==> config.mk <==
export PLATFORM = sky130hd
export DESIGN_NAME = gray_counter_param
export DESIGN_NICKNAME = d
export VERILOG_FILES = /design/src/rtl/gray_counter_param.sv
export SDC_FILE = /design/constraint.sdc
export NUM_CORES = 1
export LEC_CHECK = 0
export BUFFER_PORTS_ARGS = -buffer_cell sky130_fd_sc_hd__buf_2
export CAP_MARGIN = 20
export CELL_PAD_IN_SITES_DETAIL_PLACEMENT = 0
export CELL_PAD_IN_SITES_GLOBAL_PLACEMENT = 1
export CORE_AREA = 4 4 41 43
export CTS_CLUSTER_DIAMETER = 60
export DETAILED_ROUTE_END_ITERATION = 10
export DIE_AREA = 0 0 45 47
export PLACE_DENSITY_LB_ADDON = 0.1
export SYNTH_ARGS = -nofsm -noshare
export SYNTH_HDL_FRONTEND = slang
export SYNTH_SLANG_ARGS = --single-unit
==> constraint.sdc <==
create_clock -name clk -period 1.9 [get_ports clk]
set_clock_uncertainty 0.2 [all_clocks]
set_input_delay 0.19 -clock clk [delete_from_list [all_inputs] [get_ports clk]]
set_output_delay 0.19 -clock clk [all_outputs]
set_load 0.005 [all_outputs]
==> src/rtl/gray_counter_param.sv <==
// gray_counter_param: parametrised up/down Gray sequencer with load, wrap/saturate and terminal count.
// Optional GRAY_STEP_CHECK_EN adds a sticky err output flagging any multi-bit gray change on an en step.
module gray_counter_param #(
    parameter int               WIDTH     = 3,
    parameter bit               SATURATE  = 1'b0,
    parameter logic [WIDTH-1:0] RESET_VAL = '0
) (
    input  logic             clk,
    input  logic             rst,
    input  logic             en,
    input  logic             up,
    input  logic             load,
    input  logic [WIDTH-1:0] load_val,
    output logic [WIDTH-1:0] gray,
    output logic [WIDTH-1:0] bin,
    output logic             tc,
    output logic             wrap
`ifdef GRAY_STEP_CHECK_EN
    ,
    output logic             err
`endif
);
    localparam logic [WIDTH-1:0] MAX = '1;
    logic [WIDTH-1:0] nxt;
    logic             hold_end;
    logic             wrap_nxt;
    always_comb begin
        tc       = up ? bin == MAX : bin == '0;
        hold_end = tc & SATURATE;
        nxt      = load ? load_val : (en & ~hold_end) ? (up ? bin + 1'b1 : bin - 1'b1) : bin;
        wrap_nxt = ~load & en & tc & ~SATURATE;
    end
    // gray is derived from the next binary value so both registers always agree
    always_ff @(posedge clk or posedge rst) begin
        if (rst) begin
            bin  <= RESET_VAL;
            gray <= RESET_VAL ^ (RESET_VAL >> 1);
            wrap <= 1'b0;
        end else begin
            bin  <= nxt;
            gray <= nxt ^ (nxt >> 1);
            wrap <= wrap_nxt;
        end
    end
`ifdef GRAY_STEP_CHECK_EN
    logic [WIDTH-1:0] gray_q;
    logic [WIDTH-1:0] diff;
    logic             stepped;
    always_comb diff = gray ^ gray_q;
    // stepped marks that the current gray came from an en step; loads and reset release leave it low
    always_ff @(posedge clk or posedge rst) begin
        if (rst) begin
            gray_q  <= RESET_VAL ^ (RESET_VAL >> 1);
            stepped <= 1'b0;
            err     <= 1'b0;
        end else begin
            gray_q  <= gray;
            stepped <= ~load & en;
            err     <= err | (stepped & ((diff & (diff - 1'b1)) != '0));
        end
    end
`endif
endmodule
[Yosys cells after proc, flatten, opt, wreduce, memory -nomap -nowiden]
Index checks and enable logic that the tools add are counted.
Word-level totals
  register bits after elaboration: 7
  input port bits: 8
  output and inout bits: 8
  logic and storage cells: 15
Cells by class
  add/subtract/negate cells: 2
  eq/ne operators: 1
  multiplexer cells: 4
  bitwise logic cells: 4
  reductions and logical operators: 1
Operators by type and width (count)
  3-bit two-way mux: 3
  3-bit by 1-bit adder with 3-bit output (second input constant): 1
  3-bit equality test (second input constant): 1
  3-bit logical NOT: 1
  3-bit by 1-bit subtractor with 3-bit output (second input constant): 1
  3-bit by 2-bit bitwise XOR with 3-bit output: 1
  1-bit AND: 2
  1-bit two-way mux: 1
  1-bit inverter: 1

[Depth between registers and ports, before layout]
Gate-level depths: netlist (run 1).
  word-level depth: 5
  depth in mapped cells: 6
  depth with buffers taken out: 6

[Worst setup path before layout (run 1)]
OpenSTA, ideal clock, no wires.
  path kind: flip-flop to flip-flop
  start point: reg bin[0]
  end point: reg gray[1]
  library setup time: 0.131 ns
  arrival time: 1.607 ns
  path slack: -0.038 ns
  stages on the path, launching flop included: 6
  path buffers: 0
  clock period less this slack: 1.938 ns
  cells stage by stage: dfrtp_1 -> fa_1 -> xor2_1 -> or4b_1 -> nand3_2 -> xnor2_1
Between the ends
  longest elaborated chain between the ends: 5
  elaborated cells between the ends (all ways): 6
Ends and longest elaborated chain
  from (decl): line 15  | output logic [WIDTH-1:0] bin,
  from (signal assigned): line 40  | bin <= nxt;
  3-bit by 1-bit subtractor with 3-bit output / 3-bit by 1-bit adder with 3-bit output (equally long branches): line 30  | nxt = load ? load_val : (en & ~hold_end) ? (up ? bin + 1'b1 : bin - 1'b1) : bin;
  3-bit two-way mux (*) (3 in a row): line 30
  named net nxt[2]: line 24  | logic [WIDTH-1:0] nxt;
  3-bit by 2-bit bitwise XOR with 3-bit output (*): line 41  | gray <= nxt ^ (nxt >> 1);
  to (signal assigned): line 37  | gray <= RESET_VAL ^ (RESET_VAL >> 1);
  to (signal assigned): line 41
  to (decl): line 14  | output logic [WIDTH-1:0] gray,
Mark *: on every way through the listed nets, which the timed path passes. The rest lies on a longest branch.

[Final worst setup path (run 1)]
  start point: reg bin[1]
  end point: reg gray[1]
The elaborated chain is that of the path after synthesis.

==> results of run 1 <==
-- metal layers --
layer  track usage  share of wire
met2        0.1243           0.45
met3       0.02299          0.080
met4        0.1053          0.036
met1        0.1028           0.43
met5             0              0
-- tightest hold or removal path, cell delays in order --
cell and delay, ps:
buf_2 70, a21oi_1 100, inv_1 60
-- how the worst min path moves through the flow --
| stage | endpoint | cells after the start | slack [ps] |
|---|---|---|---|
| final | bin[1] | 3 | 10 |
| after global routing | bin[1] | 3 | 40 |
| after CTS | bin[1] | 3 | 20 |
| after detailed placement | gray[1] | 2 | -80 |
| after global placement | bin[2] | 2 | -100 |
| after floorplan | bin[0] | 1 | -220 |
-- sequential cells by signal, summed over array words and instances, names as in the netlist --
signal and cells:
wrap 1, gray 2, bin 3
-- cells in the mapped netlist --
| master | count | area [um2] |
|---|---|---|
| fa_1 | 1 | 20.02 |
| nand3b_1 | 1 | 7.510 |
| and3b_1 | 1 | 8.760 |
| a22oi_1 | 1 | 7.510 |
| dfrtp_1 | 6 | 150.1 |
| buf_4 | 1 | 7.510 |
| nor2_1 | 2 | 7.510 |
| mux2i_1 | 1 | 10.01 |
| o21ai_0 | 1 | 5.000 |
| nand4_1 | 1 | 6.260 |
| xor2_1 | 1 | 8.760 |
| nand3_2 | 1 | 10.01 |
| a21oi_1 | 1 | 5.000 |
| or4b_1 | 1 | 10.01 |
| inv_1 | 3 | 11.26 |
| xnor2_1 | 3 | 26.28 |
| nand2_1 | 2 | 7.510 |
| or4_1 | 1 | 7.510 |
-- repair_timing --
| action | CTS | global route |
|---|---|---|
| pin swaps | 1 | 2 |
| hold endpoints to repair | 6 | 0 |
| hold buffers | 1 | 0 |
| cloned | 0 | 0 |
| endpoints found under the setup margin | 1 | 2 |
-- layout by cell type, fill, tap and decap left out --
cell	n
fa_2	1
buf_4	3
a21oi_1	1
dfrtp_1	6
a22oi_1	1
xnor2_1	3
dlygate4sd3_1	1
nand3_2	1
mux2i_1	1
o21ai_0	1
nand2_1	2
or4b_1	1
xor2_1	1
inv_1	3
nor2_1	2
or4_1	1
buf_2	15
nand4_1	1
nand3b_1	1
and3b_1	1
clkbuf_4	3
-- area by class of cell --
type                       instances  area [um2]
fill                             146       840.8
clock buffer                       3       22.52
timing repair buffer              19       107.6
inverter                           3       11.26
sequential                         6       150.1
tap                               15       18.77
multi-input combinational         19       150.1
-- logic make-up after synthesis --
kind of cell / after synthesis / synth area share
buffers and inverters: 4 / 0.05929
XOR/XNOR: 4 / 0.1107
adder cells (fa/ha/maj): 1 / 0.06324
AO/OA/AOI/OAI: 3 / 0.05531
flip-flops: 6 / 0.4743
multiplexers: 1 / 0.03162
AND/OR/NAND/NOR: 10 / 0.2056
-- power groups by stage --
stage / clock (mW) / combinational (mW) / sequential (mW)
4_1_cts: 0.126 / 0.124 / 0.166
5_1_grt: 0.128 / 0.135 / 0.169
3_5_place_dp: 0 / 0.120 / 0.168
3_3_place_gp: 0 / 0.121 / 0.167
6_report: 0.118 / 0.121 / 0.166
2_1_floorplan: 0 / 0.0571 / 0.174
==> impl_summary.log, run 1 <==
[metrics] clock-pin slew reported for the worst setup and hold paths after clock tree synthesis: 50 ps
[metrics] result of the run: finished, final reports clean
[metrics] layout cell share with drive strength beyond 1: 0.4600
[metrics] CORE AREA: 1301 um2
[metrics] count of inserted antenna diode cells: 0
[metrics] number of maximum-capacitance constraint violations: 0
[metrics] total wire length: 753 um
[metrics] portion of total power attributed to the clock network: 0.292
[metrics] Largest stage delay, worst path: 480 ps
[metrics] Critical Path Slowest Stage Cell: or4b_1
[metrics] number of failing setup endpoints in the final timing report: 0
[metrics] Rel. slew slack: 0.7638
[metrics] first-pass GRT wire length: 1200 um
[metrics] Avg Cell Area, Syn: 10.92 um2
[metrics] end of the worst register-to-register path: gray[1]
[metrics] area added between synthesis and finish: 45.45%
[metrics] Worst path top cell family by delay: simple AND/OR/NAND/NOR gates
[metrics] leakage power: 0.2465 nW
[metrics] count of cells resized by post-cts repair: 0
[metrics] hold path startpoint: load_val[1]
[metrics] number of setup buffers added after CTS: 0
[metrics] vias in the first global route: 278
[metrics] count of final max-slew check failures: 0
[metrics] end point of the critical path: gray[1]
[metrics] full die area: 2115 um2
[metrics] antenna-violating nets left: 0
[metrics] min setup slack post-route: 22.81 ps
[metrics] final hold violations: 0
[metrics] placer congestion estimate: 0.6794
[metrics] Setup crit start: bin[1]
[metrics] Post-Route Utilization: 0.3538
[metrics] average wire length per cell after detail routing: 11.58 um
[metrics] vias after detailed routing: 294
[metrics] sum of negative setup slack: 0 ps
[metrics] arrival time reported for the critical path endpoint: 1790 ps
[metrics] maximum number of pins on one net before global-route repair: 10
[metrics] launch point of the worst reg-to-reg path: bin[1]
[metrics] count of synthesis-stage warnings from yosys: 0
[metrics] Max VDD drop: 0.3027 mV
[metrics] number of sinks on the clock net: 6
[metrics] chain of cells forming the critical path: fa_2 -> xor2_1 -> or4b_1 -> nand3_2 -> xnor2_1
[metrics] number of detailed-routing iterations run before antenna repair: 4
[metrics] Chip Height: 47 um
[metrics] share of the cycle needed by the critical path after routing: 0.9880
[metrics] HPWL Detailed: 604 um
[metrics] hold slack: 13.87 ps
[metrics] netlist area before placement: 316.6 um2
[metrics] total I/O pin count: 16
[metrics] Slew @ Worst Pin: 350.6 ps
[metrics] sequential share of the synthesized area: 0.4743
[metrics] f_max: 532.7 MHz
[metrics] switching power total: 117.4 uW
[metrics] clk root buf: clkbuf_4
[metrics] Critical Path RT: 1810 ps
[metrics] largest fanout of any net on the critical path: 2
[metrics] Die W: 45 um
[metrics] post-place instance area: 427.9 um2
[metrics] H-Tree Depth: 1
[metrics] number of cell instances on the worst register-to-register path: 5
[metrics] fraction of power spent switching nets: 0.2898
[metrics] net count of the mapped netlist: 38
[metrics] net count of the finished layout: 61
[metrics] starting density of the core: 0.2433
[metrics] proportion of power drawn by combinational gates: 0.299
[metrics] setup slack on the worst flop-to-flop path: 20 ps
[metrics] I/O Buffers: 15
[metrics] WP buf/inv: 0
[metrics] Critical Setup Path Class: flip-flop to flip-flop
[metrics] number of DRC violations after detailed-routing iteration 0: 4
[metrics] overall power: 405.3 uW
[metrics] initial antenna violation count: 0
[metrics] vias per std cell: 4.523
[metrics] number of register bits inferred by synthesis: 6
[metrics] Yosys cell types: 18
[metrics] number of standard cells in the layout, taps in and fillers out: 65
[metrics] number of placed cells counting well taps: 61
[metrics] setup repair after global routing missed its margin: yes
[metrics] Worst setup EP type: flip-flop
[metrics] part of the total power dissipated in sequential elements: 0.409
[metrics] overall global routing resource usage: 0.08931
[metrics] final non-filler cell area: 460.4 um2
[metrics] setup slack at placement: 6.999 ps
[metrics] internal power component: 287.9 uW
[metrics] time the worst path needs with I/O delays and setup: 1877 ps
[metrics] TritonCTS clock tree: done
[metrics] leftover overflow at the end of global routing: 0
[metrics] Placement Rows: 13
[metrics] total CTS buffers: 3
[metrics] Worst setup SP type: flip-flop
[metrics] number of logic stages on the critical path including buffering: 5
[metrics] DRC violations left: 0
[metrics] type of the tightest min-delay check: primary input to flip-flop
[metrics] post-synthesis cell count: 29
[metrics] PwrDens: 880.2 nW/um2
[metrics] clock tree buffer depth: 2
[metrics] Clock Latency Late Sink: 240 ps
No activity file was read; power rests on OpenSTA's default activity.
==> inputs of run 2 (changes only) <==
--- a/config.mk
+++ b/config.mk
@@ -5,14 +5,15 @@
 export SDC_FILE = /design/constraint.sdc
 export NUM_CORES = 1
 export LEC_CHECK = 0
+export ABC_AREA = 1
 export BUFFER_PORTS_ARGS = -buffer_cell sky130_fd_sc_hd__buf_2
 export CAP_MARGIN = 20
 export CELL_PAD_IN_SITES_DETAIL_PLACEMENT = 0
 export CELL_PAD_IN_SITES_GLOBAL_PLACEMENT = 1
-export CORE_AREA = 4 4 41 43
+export CORE_MARGIN = 4
+export CORE_UTILIZATION = 27
 export CTS_CLUSTER_DIAMETER = 60
 export DETAILED_ROUTE_END_ITERATION = 10
-export DIE_AREA = 0 0 45 47
 export PLACE_DENSITY_LB_ADDON = 0.1
 export SYNTH_ARGS = -nofsm -noshare
 export SYNTH_HDL_FRONTEND = slang
==> run 2 against run 1 <==
- largest power group unchanged
- total power decreased by 3.2%
- critical endpoint is now gray[0]
- synthesized cell count up 59%
- die area is 3.3% lower
- sequential power about the same
- final area grew 14%
==> impl_summary.log, run 2 <==
[metrics] Critical Setup Path Class: flip-flop to flip-flop
[metrics] largest fanout of any net on the critical path: 5
[metrics] number of setup buffers added after CTS: 0
[metrics] count of final max-slew check failures: 0
[metrics] netlist area before placement: 374.1 um2
[metrics] fraction of registers with async set or reset after synthesis: 1.000
[metrics] fraction of post-synthesis cell area in the top cell type by area: 0.4013
[metrics] Critical Path RT: 1810 ps
[metrics] Critical Path Slowest Stage Cell: fa_1
[metrics] clk root buf: clkbuf_4
[metrics] total I/O pin count: 16
[metrics] Yosys cell types: 17
[metrics] register with the most flip-flops: bin
[metrics] result of the run: finished, final reports clean
[metrics] placer congestion estimate: 0.7064
[metrics] Largest stage delay, worst path: 520 ps
[metrics] most area-hungry cell type in the Yosys netlist: dfrtp_1
[metrics] largest registers: bin x3, gray x2, wrap x1
[metrics] total wire length: 840 um
[metrics] TritonCTS clock tree: done
[metrics] share of the cycle needed by the critical path after routing: 0.8769
[metrics] total CTS buffers: 3
[metrics] antenna-violating nets left: 0
[metrics] number of standard cells in the layout, taps in and fillers out: 82
[metrics] final hold violations: 0
[metrics] clock tree buffer depth: 2
[metrics] number of maximum-capacitance constraint violations: 0
[metrics] Max VDD drop: 0.3948 mV
[metrics] sum of negative setup slack: 0 ps
[metrics] number of register bits inferred by synthesis: 6
[metrics] Reg area: 150.1 um2
[metrics] leakage power: 0.2886 nW
[metrics] leftover overflow at the end of global routing: 0
[metrics] prevailing post-synth register cell: dfrtp_1
[metrics] overall global routing resource usage: 0.1032
[metrics] arrival time reported for the critical path endpoint: 1580 ps
[metrics] DRC violations left: 0
[metrics] number of sinks on the clock net: 6
[metrics] EDFF count, synth: 0
[metrics] Clock Latency Late Sink: 240 ps
[metrics] layout cell share with drive strength beyond 1: 0.3881
[metrics] first-pass GRT wire length: 1421 um
[metrics] number of detailed-routing iterations run before antenna repair: 3
[metrics] chain of cells forming the critical path: fa_1 -> nand2_1 -> nand3_2 -> o21ai_4 -> xor2_1
[metrics] CORE AREA: 1301 um2
[metrics] time the worst path needs with I/O delays and setup: 1666 ps
[metrics] count of cells resized by post-cts repair: 0
[metrics] area added between synthesis and finish: 39.80%
[metrics] number of DRC violations after detailed-routing iteration 0: 3
[metrics] count of synthesis-stage warnings from yosys: 0
[metrics] starting density of the core: 0.2875
[metrics] Chip Height: 45.23 um
[metrics] most used cells in the layout excluding fill and tap cells: buf_2 (15), nand2_1 (12), inv_1 (6), dfrtp_1 (6), nand3_1 (5)
[metrics] Worst path top cell family by delay: adder cells
[metrics] PwrDens: 749.9 nW/um2
[metrics] dominant cells by area after synthesis: dfrtp_1 (40%), nand2_1 (12%), nand3_1 (6.7%)
[metrics] Die W: 45.23 um
[metrics] f_max: 600.2 MHz
[metrics] HPWL Detailed: 679 um
[metrics] Worst setup EP type: flip-flop
[metrics] net count of the mapped netlist: 55
[metrics] Placement Rows: 13
[metrics] average wire length per cell after detail routing: 10.24 um
[metrics] final-layout fill cell count: 150
[metrics] vias per std cell: 4.232
[metrics] net count of the finished layout: 78
[metrics] commonest non-fill, non-tap cell in the layout: buf_2
[metrics] Avg Cell Area, Syn: 8.133 um2
[metrics] sequential share of the synthesized area: 0.4013
[metrics] setup repair after global routing missed its margin: no
[metrics] count of inserted antenna diode cells: 0
[metrics] full die area: 2045 um2
[metrics] clock-pin slew reported for the worst setup and hold paths after clock tree synthesis: 40 ps
[metrics] most frequent cell after synthesis: nand2_1
[metrics] number of failing setup endpoints in the final timing report: 0
[metrics] most numerous cell types in the synthesized netlist: nand2_1 (12), dfrtp_1 (6), inv_1 (6)
[metrics] number of flip-flops in the largest register: 3
[metrics] Rel. slew slack: 0.8531
[metrics] WP buf/inv: 0
[metrics] type of the tightest min-delay check: primary input to flip-flop
[metrics] H-Tree Depth: 1
[metrics] initial antenna violation count: 0
[metrics] Slew @ Worst Pin: 220.1 ps
[metrics] number of placed cells counting well taps: 75
[metrics] CTS hold repair buffers: 4
[metrics] post-synthesis cell count: 46
[metrics] maximum number of pins on one net before global-route repair: 8
[metrics] vias after detailed routing: 347
[metrics] Worst setup SP type: flip-flop
[metrics] I/O Buffers: 15
[metrics] vias in the first global route: 349
[metrics] area taken by multi-input logic gates: 182.7 um2
==> run 2: report_power, final <==
group	internal, mW	switching [mW]	total (mW)
Sequential	0.147	0.0160	0.163
Combinational	0.0568	0.0615	0.118
Clock	0.0711	0.0402	0.111
Total	0.274	0.118	0.392
==> run 2: logic make-up after synthesis <==
kind of cell / after synthesis / share of synthesized area
AND/OR/NAND/NOR: 23 / 0.2943
buffers and inverters: 10 / 0.1104
flip-flops: 6 / 0.4013
AO/OA/AOI/OAI: 4 / 0.09366
XOR/XNOR: 2 / 0.04683
adder cells (fa/ha/maj): 1 / 0.05351
==> run 2: area by class of cell <==
cell class | instances | area share
Clock buffer | 3 | 0.04306
Inverter | 9 | 0.06459
Multi-Input combinational cell | 30 | 0.3493
Sequential cell | 6 | 0.2871
Tap cell | 15 | 0.03589
Timing Repair Buffer | 19 | 0.2201
==> run 2: worst paths after layout <==
path | startpoint | to | slack [ps] | cells after the start
max | bin[0] | gray[0] | 230 | 5
min | load_val[1] | bin[1] | 20 | 3
max reg2reg | bin[0] | gray[0] | 230 | 5
min reg2reg | bin[2] | wrap | 510 | 3
max in group asynchronous | rst | gray[0] | 1110 | 3
min in group asynchronous | rst | gray[1] | 200 | 3
==> run 2: worst min-delay path, cell delays in order <==
cell and delay (ps):
buf_2 100, o21ai_4 70, inv_2 60
==> run 2: layer usage <==
layer | part of all wire | vias up | track usage
li1 | - | 186 | -
met1 | 0.44 | 152 | 0.1171
met2 | 0.49 | 7 | 0.1525
met3 | 0.054 | 2 | 0.03586
met4 | 0.014 | 0 | 0.08772
met5 | 0 | - | 0
==> run 2: stage by stage <==
stage	instance area (um2)	power, mW	utilization	hold slack (ps)	setup WS [ps]
6_report	523.0	0.3922	0.4019	21.49	234.0
3_5_place_dp	460.4	0.2799	0.3538	-90.13	216.5
3_3_place_gp	460.4	0.2813	0.3538	-88.91	213.4
4_1_cts	523.0	0.4036	0.4019	8.640	210.7
5_1_grt	523.0	0.4333	0.4019	11.86	69.74
2_1_floorplan	374.1	0.2346	-	-219.0	295.3
==> inputs of run 3 (changes only) <==
--- a/config.mk
+++ b/config.mk
@@ -14,6 +14,7 @@
 export CORE_UTILIZATION = 27
 export CTS_CLUSTER_DIAMETER = 60
 export DETAILED_ROUTE_END_ITERATION = 10
+export HOLD_SLACK_MARGIN = 0.12
 export PLACE_DENSITY_LB_ADDON = 0.1
 export SYNTH_ARGS = -nofsm -noshare
 export SYNTH_HDL_FRONTEND = slang
==> run 3 against run 2 <==
- worst setup slack got worse by 15 ps
- combinational power barely moved
- sequential power barely moved
- final area rose by 3.8%
- largest cell class unchanged
- first-iteration DRC count did not move
- highest routed layer unchanged
- core utilization rose by 1.5 points
- global-route usage rose by 0.16 points
- die area did not move
- largest power group unchanged
==> impl_summary.log, run 3 (same netlist as run 2, synthesis figures left out) <==
[metrics] Max VDD drop: 0.3972 mV
[metrics] number of failing setup endpoints in the final timing report: 0
[metrics] Critical Path Slowest Stage Cell: dlygate4sd3_1
[metrics] final-layout fill cell count: 148
[metrics] number of maximum-capacitance constraint violations: 0
[metrics] Worst setup EP type: flip-flop
[metrics] total CTS buffers: 3
[metrics] placer congestion estimate: 0.7064
[metrics] cell depth of the worst min-delay path: 4
[metrics] leftover overflow at the end of global routing: 0
[metrics] count of cells resized by post-cts repair: 0
[metrics] Post-Route Utilization: 0.4173
[metrics] Reg area: 150.1 um2
[metrics] HPWL Detailed: 679 um
[metrics] vias in the first global route: 355
[metrics] chain of cells forming the critical path: o21ai_0 -> nand2_1 -> nor3_1 -> dlygate4sd3_1
[metrics] setup repair after global routing missed its margin: no
[metrics] CORE AREA: 1301 um2
[metrics] area added between synthesis and finish: 45.15%
[metrics] total wire length: 844 um
[metrics] proportion of power drawn by combinational gates: 0.306
[metrics] switching power total: 118.5 uW
[metrics] TritonCTS clock tree: done
[metrics] part of the total power dissipated in sequential elements: 0.411
[metrics] time the worst path needs with I/O delays and setup: 1681 ps
[metrics] largest registers: bin x3, gray x2, wrap x1
[metrics] CTS hold repair buffers: 6
[metrics] overall global routing resource usage: 0.1047
[metrics] arrival time reported for the critical path endpoint: 1650 ps
[metrics] vias after detailed routing: 352
[metrics] routed length on met1: 377 um
[metrics] number of cell instances on the worst register-to-register path: 4
[metrics] average wire length per cell after detail routing: 10.05 um
[metrics] H-Tree Depth: 1
[metrics] routed length on met2: 407 um
[metrics] total I/O pin count: 16
[metrics] Clock Latency Late Sink: 240 ps
[metrics] result of the run: finished, final reports clean
[metrics] area taken by multi-input logic gates: 182.7 um2
[metrics] vias per std cell: 4.190
[metrics] first-pass GRT wire length: 1428 um
[metrics] antenna-violating nets left: 0
[metrics] internal power component: 277.0 uW
[metrics] count of inserted antenna diode cells: 0
[metrics] Critical Setup Path Class: flip-flop to flip-flop
[metrics] number of setup buffers added after CTS: 0
[metrics] number of detailed-routing iterations run before antenna repair: 4
[metrics] type of the tightest min-delay check: primary input to flip-flop
[metrics] Worst setup SP type: flip-flop
[metrics] full die area: 2045 um2
[metrics] commonest non-fill, non-tap cell in the layout: buf_2
[metrics] Critical Path RT: 1870 ps
[metrics] count of final max-slew check failures: 0
[metrics] starting density of the core: 0.2875
[metrics] initial antenna violation count: 0
[metrics] number of DRC violations after detailed-routing iteration 0: 3
[metrics] layout cell share with drive strength beyond 1: 0.3768
[metrics] leakage power: 0.2995 nW
[metrics] Rel. slew slack: 0.8516
[metrics] overall power: 395.5 uW
[metrics] clock-pin slew reported for the worst setup and hold paths after clock tree synthesis: 40 ps
[metrics] f_max: 594.9 MHz
[metrics] register with the most flip-flops: bin
[metrics] sum of negative setup slack: 0 ps
[metrics] I/O Buffers: 15
[metrics] number of sinks on the clock net: 6
[metrics] Largest stage delay, worst path: 570 ps
[metrics] fraction of power spent switching nets: 0.2997
[metrics] largest fanout of any net on the critical path: 5
[metrics] DRC violations left: 0
[metrics] Die W: 45.23 um
[metrics] PwrDens: 728.4 nW/um2
[metrics] Chip Height: 45.23 um
[metrics] Slew @ Worst Pin: 222.4 ps
[metrics] top layer in use: met4
[metrics] Placement Rows: 13
[metrics] net count of the finished layout: 80
[metrics] clk root buf: clkbuf_4
[metrics] Met3 Routed Length: 46 um
[metrics] most used cells in the layout excluding fill and tap cells: buf_2 (15), nand2_1 (12), inv_1 (6), dfrtp_1 (6), dlygate4sd3_1 (6)
[metrics] final hold violations: 0
[metrics] share of the cycle needed by the critical path after routing: 0.8846
[metrics] portion of total power attributed to the clock network: 0.283
[metrics] maximum number of pins on one net before global-route repair: 8
[metrics] clock tree buffer depth: 2
[metrics] number of flip-flops in the largest register: 3
-- run 3: cell types whose count changed in the layout (fill, tap and decap cells not counted) --
cell	previous run	this run
dlygate4sd3_1	4	6
-- run 3: layout make-up --
cell class	instances	area share
multi-input cells	30	0.3364
clock buffers	3	0.04147
repair buffers	21	0.2488
inverters	9	0.06221
flip-flops and latches	6	0.2765
well taps	15	0.03456
-- run 3: critical path, delay by kind of cell (launching register included) --
kind            cells  cell delay [ps]
buf+inv             1              570
simple gates        2              220
compound gates      1              180
flops               1              430
-- run 3: routing by layer --
layer / GRT usage / vias to the layer above
met3: 0.03586 / 2
met2: 0.1525 / 9
met4: 0.08772 / 0
met1: 0.1217 / 150
li1: - / 191
met5: 0 / -
-- run 3: path summary, 6_finish.rpt --
path / start / to / slack, ps
hold / removal: en / bin[2] / 180
max in group asynchronous: rst / gray[0] / 1110
setup / recovery: bin[0] / wrap / 220
hold reg to reg: bin[2] / gray[1] / 510
min in group asynchronous: rst / gray[1] / 200
setup reg to reg: bin[0] / wrap / 220
-- run 3: power by group through the flow --
stage / Clock [mW] / Combinational, mW / Sequential [mW]
3_3_place_gp: 0 / 0.116 / 0.165
5_1_grt: 0.130 / 0.140 / 0.166
4_1_cts: 0.119 / 0.124 / 0.164
3_5_place_dp: 0 / 0.114 / 0.166
6_report: 0.112 / 0.121 / 0.162
2_1_floorplan: 0 / 0.0697 / 0.165
-- run 3: stage by stage --
step / setup WS [ps] / hold slack, ps / instances / cell area [um2]
after floorplan: 295.3 / -219.0 / 46 / 374.1
after global routing: 65.14 / 206.9 / 84 / 543.0
after CTS: 189.2 / 174.5 / 84 / 543.0
after detailed placement: 216.5 / -90.13 / 75 / 460.4
final: 219.2 / 178.3 / 84 / 543.0
after global placement: 213.4 / -88.91 / 75 / 460.4
